<file path="config.mk">
export PLATFORM = sky130hd
export DESIGN_NAME = seg7_scan_driver
export DESIGN_NICKNAME = d
export VERILOG_FILES = /design/src/rtl/seg7_scan_driver.sv
export SDC_FILE = /design/constraint.sdc
export NUM_CORES = 1
export LEC_CHECK = 0
export BUFFER_PORTS_ARGS = -buffer_cell sky130_fd_sc_hd__buf_2
export CORE_ASPECT_RATIO = 1.25
export CORE_MARGIN = 1.5
export CORE_UTILIZATION = 52
export DETAILED_ROUTE_END_ITERATION = 7
export GPL_TIMING_DRIVEN = 1
export PLACE_DENSITY = 0.75
export SLEW_MARGIN = 20
export SYNTH_ARGS = -nofsm -noshare
export SYNTH_HDL_FRONTEND = slang
export SYNTH_SLANG_ARGS = --single-unit
</file>
<file path="constraint.sdc">
create_clock -name iCLK -period 2.5 [get_ports iCLK]
set_input_delay 0.375 -clock iCLK [delete_from_list [all_inputs] [get_ports iCLK]]
set_output_delay 0.375 -clock iCLK [all_outputs]
set_load 0.005 [all_outputs]
</file>
<file path="src/rtl/seg7_scan_driver.sv">
`default_nettype none
// ============================================================================
// Module   : seg7_scan_driver
// Purpose  : Time-multiplexed active-low 7-segment driver for NUM_DIGITS hex
//            digits, with frame-consistent loading, blank mask and dead time.
// Option   : define SEG7_ZERO_BLANK_EN to blank leading zero digits.
// Revision : 1.0  initial release
// ============================================================================
module seg7_scan_driver #(
  parameter int unsigned NUM_DIGITS     = 4,
  parameter int unsigned SCAN_DIV       = 50000,
  parameter int unsigned DEAD_CYC       = 16,
  parameter bit          DIG_ACTIVE_LOW = 1'b1
) (
  input  logic                    iCLK,
  input  logic                    iRST,
  input  logic [4*NUM_DIGITS-1:0] iDATA,
  input  logic                    iLOAD,
  input  logic [NUM_DIGITS-1:0]   iBLANK_MASK,
  output logic [6:0]              oSEG,
  output logic [NUM_DIGITS-1:0]   oDIG_SEL,
  output logic                    oFRAME
);

  localparam int unsigned           c_PW         = (SCAN_DIV > 1) ? $clog2(SCAN_DIV) : 1;
  localparam int unsigned           c_IW         = $clog2(NUM_DIGITS);
  localparam logic [c_PW-1:0]       c_PRESC_LAST = c_PW'(SCAN_DIV - 1);
  localparam logic [c_PW-1:0]       c_DEAD       = c_PW'(DEAD_CYC);
  localparam logic [c_IW-1:0]       c_IDX_LAST   = c_IW'(NUM_DIGITS - 1);
  localparam logic [NUM_DIGITS-1:0] c_SEL_OFF    = {NUM_DIGITS{DIG_ACTIVE_LOW}};
  localparam logic [6:0]            c_SEG_DARK   = 7'h7F;

  logic [c_PW-1:0]         presc_q, presc_d;
  logic [c_IW-1:0]         idx_q, idx_d;
  logic [4*NUM_DIGITS-1:0] stage_q, stage_d;
  logic [4*NUM_DIGITS-1:0] disp_q, disp_d;
  logic [6:0]              seg_q, seg_d;
  logic [NUM_DIGITS-1:0]   sel_q, sel_d;
  logic                    frame_q, frame_d;

  logic                    w_presc_tc;
  logic                    w_wrap;
  logic [3:0]              w_nib;
  logic                    w_mask_bit;
  logic                    w_lz_bit;
  logic [NUM_DIGITS-1:0]   w_onehot;
  logic [NUM_DIGITS-1:0]   w_lz;

  function automatic logic [6:0] f_decode(input logic [3:0] nib);
    case (nib)
      4'h0:    f_decode = 7'h40;
      4'h1:    f_decode = 7'h79;
      4'h2:    f_decode = 7'h24;
      4'h3:    f_decode = 7'h30;
      4'h4:    f_decode = 7'h19;
      4'h5:    f_decode = 7'h12;
      4'h6:    f_decode = 7'h02;
      4'h7:    f_decode = 7'h78;
      4'h8:    f_decode = 7'h00;
      4'h9:    f_decode = 7'h18;
      4'hA:    f_decode = 7'h08;
      4'hB:    f_decode = 7'h03;
      4'hC:    f_decode = 7'h46;
      4'hD:    f_decode = 7'h21;
      4'hE:    f_decode = 7'h06;
      default: f_decode = 7'h0E;
    endcase
  endfunction

  assign w_presc_tc = (presc_q == c_PRESC_LAST);
  assign w_wrap     = w_presc_tc && (idx_q == c_IDX_LAST);

  // Scan timing and staging; display only swaps on the wrap edge so a frame
  // never mixes old and new data.
  always_comb begin
    presc_d = w_presc_tc ? '0 : presc_q + c_PW'(1);
    idx_d   = idx_q;
    if (w_presc_tc) begin
      idx_d = (idx_q == c_IDX_LAST) ? '0 : idx_q + c_IW'(1);
    end
    disp_d  = w_wrap ? stage_q : disp_q;
    stage_d = iLOAD ? iDATA : stage_q;
    frame_d = w_wrap;
  end

`ifdef SEG7_ZERO_BLANK_EN
  always_comb begin : p_lead_zero
    logic v_above;
    w_lz    = '0;
    v_above = 1'b1;
    for (int k = NUM_DIGITS - 1; k >= 1; k--) begin
      if (disp_q[4*k +: 4] != 4'h0) begin
        v_above = 1'b0;
      end
      w_lz[k] = v_above;
    end
  end
`else
  assign w_lz = '0;
`endif

  always_comb begin
    w_nib      = 4'h0;
    w_mask_bit = 1'b0;
    w_lz_bit   = 1'b0;
    w_onehot   = '0;
    for (int k = 0; k < NUM_DIGITS; k++) begin
      if (idx_q == c_IW'(k)) begin
        w_nib       = disp_q[4*k +: 4];
        w_mask_bit  = iBLANK_MASK[k];
        w_lz_bit    = w_lz[k];
        w_onehot[k] = 1'b1;
      end
    end
  end

  always_comb begin
    seg_d = c_SEG_DARK;
    sel_d = c_SEL_OFF;
    if (presc_q >= c_DEAD) begin
      sel_d = w_onehot ^ c_SEL_OFF;
      seg_d = (w_mask_bit || w_lz_bit) ? c_SEG_DARK : f_decode(w_nib);
    end
  end

  always_ff @(posedge iCLK or posedge iRST) begin
    if (iRST) begin
      presc_q <= '0;
      idx_q   <= '0;
      stage_q <= '0;
      disp_q  <= '0;
      seg_q   <= c_SEG_DARK;
      sel_q   <= c_SEL_OFF;
      frame_q <= 1'b0;
    end else begin
      presc_q <= presc_d;
      idx_q   <= idx_d;
      stage_q <= stage_d;
      disp_q  <= disp_d;
      seg_q   <= seg_d;
      sel_q   <= sel_d;
      frame_q <= frame_d;
    end
  end

  assign oSEG     = seg_q;
  assign oDIG_SEL = sel_q;
  assign oFRAME   = frame_q;

endmodule
`default_nettype wire

</file>
==> out/summary.txt <==
Result of the run - complete, no violations
Final setup vio count - 0
Core outline area - 5480 sq um
Overflow left after global routing - 0
Chip height - 87.5 um
Non-filler instance count after layout - 362
Port-buffer cells - 34
Post-synthesis register bit count - 62
Die area - 6170 sq um
Synth Instances - 242
Worst R2R Setup Slack - 0.14 ns
Number of cells on the worst reg-to-reg path - 11
Via count of the first global-routing pass - 2,016
Max Fanout on Critical Path - 4
Violation count after the first detailed-route iteration - 108
Initial Util - 0.542
Avg Vias per Cell - 5.61
Number of warnings printed during yosys synthesis - 0
Leakage power - 1.67 nW
RR Startpoint - idx_q[0]
Area of all sequential standard cells - 1570 sq um
Primary flip-flop cell chosen by synthesis mapping - dfrtp_1
Reg2reg end - oSEG[3]
TNS Setup - 0 ns
X dimension of the die - 70.6 um
GRT Overall Usage - 0.198
Startpoint kind of the worst setup timing path - register
Remaining number of nets flagged by the antenna check after routing - 0
Count of flip-flops with a built-in enable after synthesis - 0
Final net count - 328
Post-synthesis xor/xnor area fraction - 0.0384
Adder and majority gate portion of the synthesized area - 0.0506
Worst relative slew slack - 0.580
DP HPWL - 3.89 mm
Share of Yosys cell area claimed by the top area cell type - 0.430
First-pass GRT wire length - 9.28 mm
Mux share of post-synthesis cell area - 0.155
Simple-gate share of the synthesized area - 0.145
Post-route DRC violation count - 0
Number of buffers created by CTS - 9
Syn Nets - 277
Number of buffers between clock root and the deepest sink - 2
Clock transition at the registers of the reported paths - 0.07 ns
Top area cells in the synthesized netlist - dfrtp_1, dfstp_2, mux2_2
Worst Setup SP - idx_q[0]
Maximum operating frequency - 423 MHz
Final wirelength - 5.67 mm
Routed length per instance - 15.7 um
Final period demand of the worst path - 2.36 ns
Pwr dens - 621 nW/um^2
Largest area contributor in the netlist - dfrtp_1
Sum of internal, switching and leakage power - 2.21 mW
Overall via count from detail_route - 2,031
Peak VDD IR - 0.492 mV
Maximum clock skew at final layout - 0.0144 ns
Share of cells above drive strength 1 - 0.399
Netlist area before placement - 2970 sq um
Critical path arrival - 2.63 ns
Synth unique cells - 43
Global placement routability congestion - 0.778
Fill cell total of the finished layout - 434
Final clock period utilization by the worst path - 0.945
Max-Cap Viols - 0
Post-synthesis compound-gate area fraction - 0.0578
Main combinational cell family by area after synthesis - multiplexers
Async set or reset register ratio after synthesis - 1.00
CTS root buf - clkbuf_8
CTS tree - yes
Count of placed standard cells including taps - 343
Share of the yosys chip area belonging to registers - 0.527
Mean area per synthesized cell - 12.3 sq um
Number of primary I/O pins - 35
Number of H-tree levels - 3
N_diodes - 0
Type of destination of the critical path - register
Multi-input gate area - 1350 sq um
P&R area growth vs syn - 20.2%
Pin count of the biggest net entering global routing - 34
Clock insertion delay at the later pin of the skew report - 0.35 ns
Antenna violations before repair - 0
Transition at the pin with the smallest max-transition slack - 0.629 ns
Class of the worst hold path - in -> async
Critical Setup Path Class - reg -> reg
Num Clock Sinks - 62
Final slew viol count - 0
CP Data Required Time - 2.77 ns
Worst slack on hold paths - 0.108 ns
Cell row count - 30
Final count of hold timing violations - 0
Drt pass-1 iters - 4
metal layers:
layer  vias up  part of all wire  track usage
li1        952                 -            -
met1      1005              0.42        0.234
met2        56              0.50        0.329
met3        18             0.040       0.0579
met4         0             0.032        0.103
met5         -                 0            0
how the worst max path moves through the flow:
stage | end | slack [ns] | depth (start not counted)
4_1_cts | oSEG[3] | 0.1 | 11
2_1_floorplan | oSEG[3] | 0.06 | 10
6_report | oSEG[3] | 0.14 | 11
3_5_place_dp | oSEG[3] | 0.11 | 11
5_1_grt | oSEG[3] | -0.00009 | 11
3_3_place_gp | oSEG[3] | 0.26 | 9
cell usage in the layout, fill, tap and decap left out, types with 3 or more instances in the layout:
cell type / count
dfrtp_1: 50
buf_2: 34
mux2_2: 24
nor2_1: 19
nand2_1: 18
nand3_1: 11
dfstp_2: 11
mux2_4: 10
ha_1: 10
clkbuf_8: 10
buf_4: 10
inv_1: 9
xnor2_1: 8
nor2b_1: 6
o21ai_0: 5
xor2_1: 5
nand3b_1: 4
mux2i_1: 4
nor3_1: 4
a221oi_1: 3
a211oi_1: 3
a211o_1: 3
bufinv_16: 3
cells in the mapped netlist, types with 3 or more instances:
master    number
mux2i_1        4
ha_1          12
inv_1         10
nand3b_1       4
nor3_1         4
dfstp_2       11
nand3_1       11
nor2b_1        6
dfrtp_1       51
nand2_1       18
a211o_1        3
a221oi_1       3
o21ai_0        5
nor2_1        19
mux2_2        24
clkbuf_1       3
a211oi_1       3
xor2_1         5
mux2_4        10
xnor2_1        8
timing repair:
item	4_1_cts	5_1_grt
hold endpoints to repair	0	0
gates resized for setup	0	4
hold buffers	0	0
endpoints found under the setup margin	0	3
buffers inserted	0	3
where the power goes:
part	leakage, nW	switching, mW	internal, mW
combinational	0.764	0.0400	0.0450
sequential	0.776	0.0151	1.04
clock	0.126	0.389	0.687
logic make-up after synthesis:
kind of cell	count (synthesis)
XOR/XNOR	13
AND/OR/NAND/NOR	78
buffers and inverters	16
flip-flops	62
multiplexers	38
adder cells (fa/ha/maj)	12
AO/OA/AOI/OAI	23
final cells by class:
class / instances / share of cell area
sequential: 62 / 0.439
multi-input combinational: 164 / 0.379
timing repair buffer: 46 / 0.0800
clock buffer: 10 / 0.0386
clock inverter: 6 / 0.0305
tap: 64 / 0.0225
inverter: 10 / 0.0105
through the flow:
stage	setup slack (ns)	instance area, sq um	util
after CTS	0.0977	3520	0.642
after global placement	0.261	3270	0.597
after floorplan	0.0640	2970	-
after global routing	-0.0000946	3570	0.651
final	0.138	3570	0.651
after detailed placement	0.106	3270	0.597
sequential cells by signal, indices dropped and copies added (netlist names):
signal,count
oFRAME,1
oDIG_SEL,4
presc_q,16
stage_q,16
oSEG,7
disp_q,16
idx_q,2
worst max-delay path, stage by stage, from the launching register on:
cell      delay (ns)
dfrtp_2         0.39
inv_1           0.07
ha_1            0.21
nor2b_1         0.15
a221oi_1        0.32
o21ai_0         0.14
o21ai_0         0.13
inv_1           0.13
ha_4            0.30
nor2_1          0.05
a22o_1          0.26
o21ai_0         0.15
Note: power is estimated with default switching activity, not from simulation.
